===== config.mk =====
export PLATFORM = sky130hd
export DESIGN_NAME = seq_alu_flat
export DESIGN_NICKNAME = d
export VERILOG_FILES = /design/src/rtl/seq_alu_if.sv /design/src/rtl/seq_alu.sv /design/src/flat_wrapper.sv
export SDC_FILE = /design/constraint.sdc
export NUM_CORES = 1
export LEC_CHECK = 0
export CAP_MARGIN = 20
export CORE_ASPECT_RATIO = 1.5
export CORE_MARGIN = 3
export CORE_UTILIZATION = 40
export DETAILED_ROUTE_END_ITERATION = 7
export GPL_TIMING_DRIVEN = 0
export PLACE_DENSITY = 0.53
export SLEW_MARGIN = 20
export SYNTH_ARGS = -nofsm -noshare
export SYNTH_HDL_FRONTEND = slang
export SYNTH_SLANG_ARGS = --single-unit
export TNS_END_PERCENT = 10

===== constraint.sdc =====
create_clock -name clk -period 9.5 [get_ports clk]
set_input_delay 0.95 -clock clk [delete_from_list [all_inputs] [get_ports clk]]
set_output_delay 0.95 -clock clk [all_outputs]
set_load 0.01 [all_outputs]

===== src/rtl/seq_alu_if.sv =====
// rtl/seq_alu_if.sv - Request/response handshake bundle for seq_alu
// Ports (signals):
//   in_valid/in_ready       request handshake
//   alu_a/alu_b/alu_sel     operands and operation code
//   out_valid/out_ready     result handshake
//   alu_out                 registered result
//   busy                    iterative operation in progress
// Modports: master = core side (issues ops, consumes results), slave = seq_alu.
interface seq_alu_if #(
  parameter int WIDTH = 32,
  parameter int SEL_W = 5
);
  logic             in_valid;
  logic             in_ready;
  logic [WIDTH-1:0] alu_a;
  logic [WIDTH-1:0] alu_b;
  logic [SEL_W-1:0] alu_sel;
  logic             out_valid;
  logic             out_ready;
  logic [WIDTH-1:0] alu_out;
  logic             busy;

  modport master (
    output in_valid, alu_a, alu_b, alu_sel, out_ready,
    input  in_ready, out_valid, alu_out, busy
  );

  modport slave (
    input  in_valid, alu_a, alu_b, alu_sel, out_ready,
    output in_ready, out_valid, alu_out, busy
  );
endinterface


===== src/rtl/seq_alu.sv =====
// rtl/seq_alu.sv - Handshaked ALU with iterative RV32M multiply/divide/remainder
// Optional feature macro: SEQ_ALU_FAST_SPECIAL_EN (1-cycle divide-by-zero,
// signed-overflow divide/remainder and multiply-by-zero).
// Ports:
//   clk    rising-edge clock
//   rst_n  asynchronous active-low reset
//   bus    seq_alu_if.slave: in_valid/in_ready/alu_a/alu_b/alu_sel request,
//          out_valid/out_ready/alu_out result, busy status
module seq_alu #(
  parameter int WIDTH = 32,
  parameter int SEL_W = 5
) (
  input logic      clk,
  input logic      rst_n,
  seq_alu_if.slave bus
);
  localparam int SH_W  = $clog2(WIDTH);
  localparam int CNT_W = SH_W + 1;

  localparam logic [SEL_W-1:0] OP_ADD  = SEL_W'(0);
  localparam logic [SEL_W-1:0] OP_SUB  = SEL_W'(1);
  localparam logic [SEL_W-1:0] OP_AND  = SEL_W'(2);
  localparam logic [SEL_W-1:0] OP_OR   = SEL_W'(3);
  localparam logic [SEL_W-1:0] OP_XOR  = SEL_W'(4);
  localparam logic [SEL_W-1:0] OP_SLL  = SEL_W'(5);
  localparam logic [SEL_W-1:0] OP_SLT  = SEL_W'(6);
  localparam logic [SEL_W-1:0] OP_SLTU = SEL_W'(7);
  localparam logic [SEL_W-1:0] OP_SRA  = SEL_W'(8);
  localparam logic [SEL_W-1:0] OP_SRL  = SEL_W'(9);
  localparam logic [SEL_W-1:0] OP_PASS = SEL_W'(10);
  localparam logic [SEL_W-1:0] OP_CSR  = SEL_W'(11);
  localparam logic [SEL_W-1:0] OP_MUL  = SEL_W'(16);
  localparam logic [SEL_W-1:0] OP_REMU = SEL_W'(23);

  typedef enum logic [1:0] {IDLE, ITER, FIX} state_t;

  state_t             state;
  logic [CNT_W-1:0]   cnt;
  logic [2*WIDTH-1:0] acc;      // product accumulator; low half doubles as dividend/quotient
  logic [WIDTH:0]     rem_q;    // partial remainder for the trial subtract
  logic [WIDTH-1:0]   opnd;     // multiplicand or divisor magnitude
  logic [2:0]         op_q;     // low bits of the iterative op code
  logic               neg_q;    // negate product / quotient at FIX
  logic               neg_r;    // negate remainder at FIX
  logic               out_valid_q;
  logic               busy_q;
  logic [WIDTH-1:0]   alu_out_q;

  logic             in_ready_w;
  logic             accept;
  logic [SH_W-1:0]  shamt;
  logic [WIDTH-1:0] sc_res;
  logic [2:0]       sel_lo;
  logic             is_iter;
  logic             sign_a, sign_b;
  logic [WIDTH-1:0] mag_a, mag_b;
  logic             fast_hit;
  logic [WIDTH-1:0] fast_res;
  logic [WIDTH:0]   mul_sum;
  logic [WIDTH:0]   div_shift;
  logic [WIDTH:0]   div_diff;
  logic             div_ge;
  logic [2*WIDTH-1:0] prod;
  logic [WIDTH-1:0] quo;
  logic [WIDTH-1:0] fix_res;

  assign in_ready_w    = (state == IDLE) && (!out_valid_q || bus.out_ready);
  assign accept        = bus.in_valid && in_ready_w;
  assign bus.in_ready  = in_ready_w;
  assign bus.out_valid = out_valid_q;
  assign bus.alu_out   = alu_out_q;
  assign bus.busy      = busy_q;

  assign shamt   = bus.alu_b[SH_W-1:0];
  assign sel_lo  = bus.alu_sel[2:0];
  assign is_iter = (bus.alu_sel >= OP_MUL) && (bus.alu_sel <= OP_REMU);

  // Codes 16..23: operand A is signed for MUL/MULH/MULHSU/DIV/REM,
  // operand B for MUL/MULH/DIV/REM.
  assign sign_a = (sel_lo inside {3'd0, 3'd1, 3'd2, 3'd4, 3'd6}) && bus.alu_a[WIDTH-1];
  assign sign_b = (sel_lo inside {3'd0, 3'd1, 3'd4, 3'd6}) && bus.alu_b[WIDTH-1];
  assign mag_a  = sign_a ? -bus.alu_a : bus.alu_a;
  assign mag_b  = sign_b ? -bus.alu_b : bus.alu_b;

  always_comb begin
    sc_res = '0;
    case (bus.alu_sel)
      OP_ADD:  sc_res = bus.alu_a + bus.alu_b;
      OP_SUB:  sc_res = bus.alu_a - bus.alu_b;
      OP_AND:  sc_res = bus.alu_a & bus.alu_b;
      OP_OR:   sc_res = bus.alu_a | bus.alu_b;
      OP_XOR:  sc_res = bus.alu_a ^ bus.alu_b;
      OP_SLL:  sc_res = bus.alu_a << shamt;
      OP_SLT:  sc_res = {{(WIDTH-1){1'b0}}, $signed(bus.alu_a) < $signed(bus.alu_b)};
      OP_SLTU: sc_res = {{(WIDTH-1){1'b0}}, bus.alu_a < bus.alu_b};
      OP_SRA:  sc_res = $unsigned($signed(bus.alu_a) >>> shamt);
      OP_SRL:  sc_res = bus.alu_a >> shamt;
      OP_PASS: sc_res = bus.alu_b;
      OP_CSR:  sc_res = bus.alu_a;
      default: sc_res = '0;
    endcase
  end

`ifdef SEQ_ALU_FAST_SPECIAL_EN
  logic b_zero;
  logic div_ovf;
  always_comb begin
    b_zero   = (bus.alu_b == '0);
    div_ovf  = (sel_lo == 3'd4 || sel_lo == 3'd6) &&
               (bus.alu_a == {1'b1, {(WIDTH-1){1'b0}}}) && (bus.alu_b == '1);
    fast_hit = 1'b0;
    fast_res = '0;
    if (!sel_lo[2]) begin
      fast_hit = b_zero;                              // MUL* by zero -> 0
    end else if (b_zero) begin
      fast_hit = 1'b1;
      fast_res = sel_lo[1] ? bus.alu_a : '1;          // REM* -> A, DIV* -> all ones
    end else if (div_ovf) begin
      fast_hit = 1'b1;
      fast_res = sel_lo[1] ? '0 : bus.alu_a;          // REM -> 0, DIV -> A
    end
  end
`else
  assign fast_hit = 1'b0;
  assign fast_res = '0;
`endif

  // One shift-add step (multiply) or one restoring trial subtract (divide).
  assign mul_sum   = {1'b0, acc[2*WIDTH-1:WIDTH]} + {1'b0, opnd};
  assign div_shift = {rem_q[WIDTH-1:0], acc[WIDTH-1]};
  assign div_ge    = div_shift >= {1'b0, opnd};
  assign div_diff  = div_shift - {1'b0, opnd};

  // Division by zero leaves an all-ones quotient magnitude; neg_q is cleared for
  // it at accept so the quotient stays all ones. The remainder magnitude is |A|,
  // so restoring A's sign yields REM = A without extra logic.
  always_comb begin
    prod    = neg_q ? -acc : acc;
    quo     = neg_q ? -acc[WIDTH-1:0] : acc[WIDTH-1:0];
    fix_res = '0;
    case (op_q)
      3'd0:             fix_res = prod[WIDTH-1:0];
      3'd1, 3'd2, 3'd3: fix_res = prod[2*WIDTH-1:WIDTH];
      3'd4, 3'd5:       fix_res = quo;
      default:          fix_res = WIDTH'(neg_r ? -rem_q : rem_q);
    endcase
  end

  always_ff @(posedge clk or negedge rst_n) begin
    if (!rst_n) begin
      state       <= IDLE;
      cnt         <= '0;
      acc         <= '0;
      rem_q       <= '0;
      opnd        <= '0;
      op_q        <= '0;
      neg_q       <= 1'b0;
      neg_r       <= 1'b0;
      out_valid_q <= 1'b0;
      busy_q      <= 1'b0;
      alu_out_q   <= '0;
    end else begin
      if (bus.out_ready) out_valid_q <= 1'b0;
      case (state)
        IDLE: begin
          if (accept) begin
            if (!is_iter || fast_hit) begin
              alu_out_q   <= is_iter ? fast_res : sc_res;
              out_valid_q <= 1'b1;
            end else begin
              op_q   <= sel_lo;
              neg_q  <= (sign_a ^ sign_b) && (bus.alu_b != '0);
              neg_r  <= sign_a;
              opnd   <= sel_lo[2] ? mag_b : mag_a;
              acc    <= {{WIDTH{1'b0}}, sel_lo[2] ? mag_a : mag_b};
              rem_q  <= '0;
              cnt    <= '0;
              busy_q <= 1'b1;
              state  <= ITER;
            end
          end
        end
        ITER: begin
          if (!op_q[2]) begin
            if (acc[0]) acc <= {mul_sum, acc[WIDTH-1:1]};
            else        acc <= {1'b0, acc[2*WIDTH-1:1]};
          end else begin
            rem_q           <= div_ge ? div_diff : div_shift;
            acc[WIDTH-1:0]  <= {acc[WIDTH-2:0], div_ge};
          end
          cnt <= cnt + CNT_W'(1);
          if (cnt == CNT_W'(WIDTH - 1)) state <= FIX;
        end
        FIX: begin
          alu_out_q   <= fix_res;
          out_valid_q <= 1'b1;
          busy_q      <= 1'b0;
          cnt         <= '0;
          state       <= IDLE;
        end
        default: state <= IDLE;
      endcase
    end
  end
endmodule


===== src/flat_wrapper.sv =====
// flat-port wrapper written by rule: the top's interface ports become plain ports
module seq_alu_flat 
#(
  parameter int WIDTH = 32,
  parameter int SEL_W = 5
)
  (clk, rst_n, bus_in_valid, bus_alu_a, bus_alu_b, bus_alu_sel, bus_out_ready, bus_in_ready, bus_out_valid, bus_alu_out, bus_busy);
  seq_alu_if #(.WIDTH(WIDTH), .SEL_W(SEL_W)) bus_i ();
  input logic clk;
  input logic rst_n;
  input wire logic [$bits(bus_i.in_valid)-1:0] bus_in_valid;
  input wire logic [$bits(bus_i.alu_a)-1:0] bus_alu_a;
  input wire logic [$bits(bus_i.alu_b)-1:0] bus_alu_b;
  input wire logic [$bits(bus_i.alu_sel)-1:0] bus_alu_sel;
  input wire logic [$bits(bus_i.out_ready)-1:0] bus_out_ready;
  output wire logic [$bits(bus_i.in_ready)-1:0] bus_in_ready;
  output wire logic [$bits(bus_i.out_valid)-1:0] bus_out_valid;
  output wire logic [$bits(bus_i.alu_out)-1:0] bus_alu_out;
  output wire logic [$bits(bus_i.busy)-1:0] bus_busy;
  assign bus_i.in_valid = bus_in_valid;
  assign bus_i.alu_a = bus_alu_a;
  assign bus_i.alu_b = bus_alu_b;
  assign bus_i.alu_sel = bus_alu_sel;
  assign bus_i.out_ready = bus_out_ready;
  assign bus_in_ready = bus_i.in_ready;
  assign bus_out_valid = bus_i.out_valid;
  assign bus_alu_out = bus_i.alu_out;
  assign bus_busy = bus_i.busy;
  seq_alu #(.WIDTH(WIDTH), .SEL_W(SEL_W)) u_core (.clk(clk), .rst_n(rst_n), .bus(bus_i));
endmodule

==> flow_summary.yaml, run 1 <==
synthesis:
  synth_cells: 3347
  synth_fp_nets: 3600
  ys_ff_latch: 175
  synth.largest_area_cell: "dfrtp_1"
  synth_area_leaders: "dfrtp_1 18%, ha_1 9.0%, a21oi_1 6.8%, o21ai_0 5.9%, xnor2_1 5.5%"
  ys_seq_area_frac: 0.179
  synth_edf_count: 0
  syn-cell-area_um2: 24400
  postSynthAreaPerCell_um2: 7.29
  synth.distinct_cells: 90
  yosys-top-cells-count: "337 x nor2_1, 333 x a21oi_1, 318 x nand2_1"
  ys_async_sr_fraction: 1.00
  synth_flop_cell: "dfrtp_1"
  synth_most_common_cell: "nor2_1"
  yosysWarnings: 0
  netlist.area_leader.share: 0.179
timing:
  final_hold_viol_count: 0
  finalCritPeriodShare: 0.795
  tightest_slew_ns: 1.28
  clock.fmax_ghz: 0.132
  slew_headroom: 0.149
  setup_viol: 0
  period_minus_slack_ns: 7.55
  rsz0062_at_grt: "no"
  maxSlewViolCount: 0
  fin_hold_ws_ns: 0.244
  finClkSkew_ns: 0.00831
global_route:
  grt_max_degree: 89
  grt_pass1_wl_um: 205000
  grt_overflow: 0
  grtUsageTotal: 0.440
  antenna_found_initial: 6
  grt_pass1_vias: 29200
finish:
  synthToLayoutAreaGrowth_pct: 11.4
  fin_nets: 3732
  drive_above_1_share: 0.0444
clock_tree:
  cts_tree: "yes"
  clk_pin_slew_ns: 0.07
  htree_levels: 4
  cts_buffers: 17
  cts.sinks: 175
  cts_root_buffer: "clkbuf_16"
  postCtsHoldBufs: 0
  clk_path_buf_depth: 2
  post_cts_buffers: 0
  post_cts_resized: 0
  clk_latency_ns: 0.48
setup_path:
  startpoint_type: "input port"
  crit_top_cell: "buf_1"
  crit_family: "buffers and inverters"
  worstPathArrival_ns: 7.94
  critical_path_peak_fanout: 11
  r2r_slack_ns: 4.35
  cp_slowest_cell: "buf_1"
  cp_slowest_stage_delay_ns: 0.83
  cp.required_ns: 9.89
  cp-end-kind: "flop"
  cp_cell_sequence: "clkdlybuf4s50_1 -> clkbuf_1 -> inv_1 -> buf_1 -> buf_1 -> buf_1 -> ha_1 -> buf_2 -> nor2b_1 -> o311a_1 -> o21bai_1 -> a311oi_2 -> buf_4 -> o211ai_1 -> a21oi_1 -> a211oi_1 -> o41ai_1 -> or4b_2 -> a31oi_1"
  path_class: "in -> reg"
  critical_path_buf_inv_count: 8
die:
  die_w_um: 208
  rows: 110
  start_util: 0.405
  io_pins: 108
  die_area_um2: 64100
  die_height_um: 309
  coreArea_um2: 60300
outcome:
  status: "finished with violations"
  failed_checks: "design-rule violations"
placement:
  dpl.hpwl_um: 120000
  numPortBuffers: 106
  place.gp.congestion: 1.11
power:
  pwr_density_cell_nw_per_um2: 239
  p_leak_nw: 11.2
  p_total_mw: 6.50
  ir_drop_v: 0.000115
routing:
  routedWlPerCell_um: 34.1
  drt_iter0_markers: 3444
  drt_first_pass_iters: 8
  wirelength_um: 146000
  drc: 16
  vias_per_cell: 6.80
  ant_nets: 0
  vias: 29100
job:
  cap_viol_max_count: 0
min_path:
  worstHoldPathType: "in -> async"
-- cell usage in the layout, fill, tap and decap left out, types with 14 or more instances in the layout --
cell type / netlist / layout
nand2b_1: 25 / 25
clkbuf_16: 0 / 17
o21bai_1: 24 / 24
dfrtp_1: 175 / 175
ha_1: 176 / 176
xor2_1: 72 / 72
nand4_1: 24 / 24
clkdlybuf4s50_1: 0 / 105
xnor2_1: 153 / 153
or3_1: 29 / 29
o21ai_0: 290 / 290
a21o_1: 60 / 60
o41ai_1: 16 / 16
mux2i_1: 106 / 106
mux4_2: 19 / 19
nor2b_1: 17 / 17
a31oi_1: 47 / 47
and3_1: 18 / 18
a21oi_1: 333 / 332
nor3_1: 58 / 56
o22ai_1: 38 / 38
o21a_1: 16 / 16
buf_1: 40 / 40
a221oi_1: 31 / 31
o211ai_1: 36 / 36
nand3_1: 46 / 46
nand2_1: 318 / 318
mux2_2: 45 / 45
inv_1: 160 / 160
clkbuf_1: 203 / 200
o31ai_1: 49 / 49
nor4_1: 21 / 18
o221ai_1: 29 / 29
a211oi_1: 77 / 77
a221o_1: 14 / 14
nor2_1: 337 / 337
a22oi_1: 24 / 24
-- layer usage --
layer | global-route usage | wire length [µm]
met5 | 0.00147 | 0
met4 | 0.470 | 19700
met3 | 0.0836 | 11100
met2 | 0.757 | 68700
met1 | 0.426 | 46300
-- stage by stage --
| step | std cells | cell area (µm²) | utilization | TNS [ns] | setup WS [ns] |
|---|---|---|---|---|---|
| after floorplan | 3347 | 24400 | - | 0 | 4.38 |
| after global placement | 4237 | 26500 | 0.439 | -60.83 | -0.386 |
| after detailed placement | 4243 | 26600 | 0.441 | 0 | 1.65 |
| after CTS | 4273 | 27200 | 0.451 | 0 | 2.09 |
| after global routing | 4276 | 27200 | 0.451 | 0 | 1.87 |
| final | 4279 | 27200 | 0.451 | 0 | 1.95 |
-- cells by family (layout without fill, tap and decap cells) --
logic type               after synthesis  in the layout  share of synthesized area
AO/OA/AOI/OAI                       1222           1222                      0.320
buffers and inverters                414            557                     0.0643
adder cells (fa/ha/maj)              180            180                     0.0935
AND/OR/NAND/NOR                      961            961                      0.180
XOR/XNOR                             225            225                     0.0807
multiplexers                         170            170                     0.0817
flip-flops                           175            175                      0.179
other                                  0              5                          0
-- registers in the layout, indices dropped and copies added, names as in the netlist, 2 cells and up --
name	flops
u_core.cnt	6
u_core.rem_q	32
u_core.opnd	32
u_core.state	2
u_core.bus.alu_out	32
u_core.acc	64
u_core.op_q	3
-- final cells by class --
class,count,area [µm²]
fillers,6247,33100
multi-input cells,2758,18500
flip-flops and latches,175,4380
repair buffers,113,1160
well taps,784,981
plain buffers,251,962
inverters,163,612
clock buffers,21,480
clock inverters,9,86.3
diodes,5,12.5
-- final timing paths --
kind | from | endpoint | cells after the start
setup reg to reg | u_core.acc[31]$_DFFE_PN0P_ | u_core.rem_q[2]$_DFFE_PN0P_ | 13
hold / removal | rst_n | u_core.acc[55]$_DFFE_PN0P_ | 1
max in group asynchronous | rst_n | u_core.opnd[5]$_DFFE_PN0P_ | 3
min in group clk | u_core.op_q[0]$_DFFE_PN0P_ | u_core.op_q[0]$_DFFE_PN0P_ | 2
hold reg to reg | u_core.op_q[0]$_DFFE_PN0P_ | u_core.op_q[0]$_DFFE_PN0P_ | 2
setup / recovery | bus_alu_b[2] | u_core.bus.alu_out[30]$_DFFE_PN0P_ | 19
-- power breakdown --
group | internal [mW] | switching, mW
registers | 1.02 | 0.418
clock network | 0.385 | 0.336
logic | 1.54 | 2.81
Note: power is estimated with default switching activity, not from simulation.
==> inputs of run 2 (changes only) <==
Clock period 9.5 ns to 7.4 ns, I/O delays scaled along.
==> flow_summary.yaml, run 2 (synthesized netlist as in run 1, its figures left out) <==
outcome:
  status: "finished clean"
power:
  pwr_density_cell_nw_per_um2: 307
  ir_drop_v: 0.000148
  p_leak_nw: 11.2
  p_total_mw: 8.35
clock_tree:
  post_cts_buffers: 0
  cts_root_buffer: "clkbuf_16"
  clk_latency_ns: 0.48
  cts_buffers: 17
  clk_pin_slew_ns: 0.07
  cts_tree: "yes"
  htree_levels: 4
  cts.sinks: 175
  clk_path_buf_depth: 2
  postCtsHoldBufs: 0
finish:
  regMostFlops: "u_core.acc"
  fin_nets: 3732
  largest_reg_flops: 64
  final_core_util: 0.451
  synthToLayoutAreaGrowth_pct: 11.4
  fillers: 6242
  design_area_um2: 27200
  finalNonFillerCells: 4277
  seqCellArea_um2: 4380
  final_cell_mix: "337 x nor2_1, 332 x a21oi_1, 318 x nand2_1, 290 x o21ai_0, 199 x clkbuf_1"
  multi_input_area_um2: 18500
  final_common_cell: "nor2_1"
  drive_above_1_share: 0.0447
setup_path:
  critical_path_peak_fanout: 11
  cp-end-kind: "flop"
  startpoint_type: "input port"
  cp.required_ns: 7.79
  path_class: "in -> reg"
  worstPathArrival_ns: 7.56
global_route:
  grt_overflow: 0
  grt_pass1_vias: 29200
  grt_pass1_wl_um: 205000
  grt_max_degree: 89
  grtUsageTotal: 0.440
  antenna_found_initial: 6
routing:
  vias_per_cell: 6.79
  drc: 0
  vias: 29000
  routedWlPerCell_um: 34.2
  ant_nets: 0
  drt_iter0_markers: 3483
  wirelength_um: 146000
  drt_first_pass_iters: 6
placement:
  dp.cells: 4243
  place.gp.congestion: 1.11
  numPortBuffers: 106
  dpl.hpwl_um: 120000
  placed_cell_area_um2: 26600
die:
  coreArea_um2: 60300
  rows: 110
  start_util: 0.405
  die_w_um: 208
  io_pins: 108
  die_height_um: 309
  die_area_um2: 64100
timing:
  finClkSkew_ns: 0.00812
  rsz0062_at_grt: "no"
  final_hold_viol_count: 0
  period_minus_slack_ns: 7.17
  slew_headroom: 0.142
  setup_viol: 0
  finalCritPeriodShare: 0.969
  maxSlewViolCount: 0
  tightest_slew_ns: 1.28
  clock.fmax_ghz: 0.140
  tns_ns: 0
min_path:
  worstHoldPathType: "in -> async"
job:
  cap_viol_max_count: 0
-- run 2: cell count changes in the layout (fill, tap and decap cells not counted), sizes merged --
cell	before	now
buf	56	55
diode	5	3
clkdlybuf4s15	0	1
-- run 2: worst paths after layout --
check                                              from                            endpoint  slack, ns  cells after the start
setup / recovery                           bus_alu_b[2]  u_core.bus.alu_out[30]$_DFFE_PN0P_       0.23                     19
hold / removal                                    rst_n          u_core.acc[55]$_DFFE_PN0P_       0.03                      1
setup reg to reg           u_core.rem_q[28]$_DFFE_PN0P_         u_core.rem_q[2]$_DFFE_PN0P_       2.22                     12
hold reg to reg              u_core.op_q[0]$_DFFE_PN0P_          u_core.op_q[0]$_DFFE_PN0P_       0.50                      2
max in group asynchronous                         rst_n          u_core.opnd[5]$_DFFE_PN0P_       6.27                      3
min in group clk             u_core.op_q[0]$_DFFE_PN0P_          u_core.op_q[0]$_DFFE_PN0P_       0.50                      2
-- run 2: power breakdown --
group / switching (mW) / internal [mW] / leakage, nW
Clock: 0.432 / 0.495 / 0.277
Sequential: 0.534 / 1.30 / 2.23
Combinational: 3.61 / 1.98 / 8.70
Total: 4.58 / 3.78 / 11.2
-- run 2: metrics by stage --
| stage | worst slack (ns) | hold slack [ns] |
|---|---|---|
| 2_1_floorplan | 2.49 | 0.444 |
| 3_3_place_gp | -2.28 | 0.485 |
| 3_5_place_dp | -0.238 | 0.489 |
| 4_1_cts | 0.205 | 0.0230 |
| 5_1_grt | 0.126 | 0.0251 |
| 6_report | 0.232 | 0.0339 |
-- run 2: per-layer routing --
| metal | track usage | share of wire | vias up | wire, µm |
|---|---|---|---|---|
| met1 | 0.426 | 0.32 | 13700 | 46600 |
| met5 | 0.00147 | 0 | - | 0 |
| met3 | 0.0836 | 0.077 | 838 | 11300 |
| li1 | - | - | 12500 | - |
| met2 | 0.757 | 0.47 | 1909 | 68600 |
| met4 | 0.470 | 0.13 | 0 | 19700 |
-- run 2: worst max-delay path, cell delays in order --
cell and delay [ns]:
clkdlybuf4s50_1 0.46, clkbuf_2 0.32, inv_1 0.25, buf_1 0.60, buf_1 0.73, clkdlybuf4s15_1 0.86, ha_1 0.25, buf_2 0.20
nor2b_1 0.08, o311a_1 0.32, o21bai_1 0.28, a311oi_2 0.14, buf_4 0.21, o211ai_1 0.42, a21oi_1 0.20, a211oi_1 0.47
o41ai_1 0.14, or4b_2 0.64, a31oi_1 0.22
-- run 2: area by class of cell --
type / count / share of cell area
Multi-Input combinational cell: 2758 / 0.681
Sequential cell: 175 / 0.161
Timing Repair Buffer: 113 / 0.0426
Tap cell: 784 / 0.0361
Buffer: 251 / 0.0357
Inverter: 163 / 0.0225
Clock buffer: 21 / 0.0177
Clock inverter: 9 / 0.00317
Antenna cell: 3 / 0.000276
-- run 2: what timing repair did --
action / 4_1_cts / 5_1_grt
endpoints found under the setup margin: 0 / 1
endpoints found under the hold margin: 0 / 0
resized for setup: 0 / 3
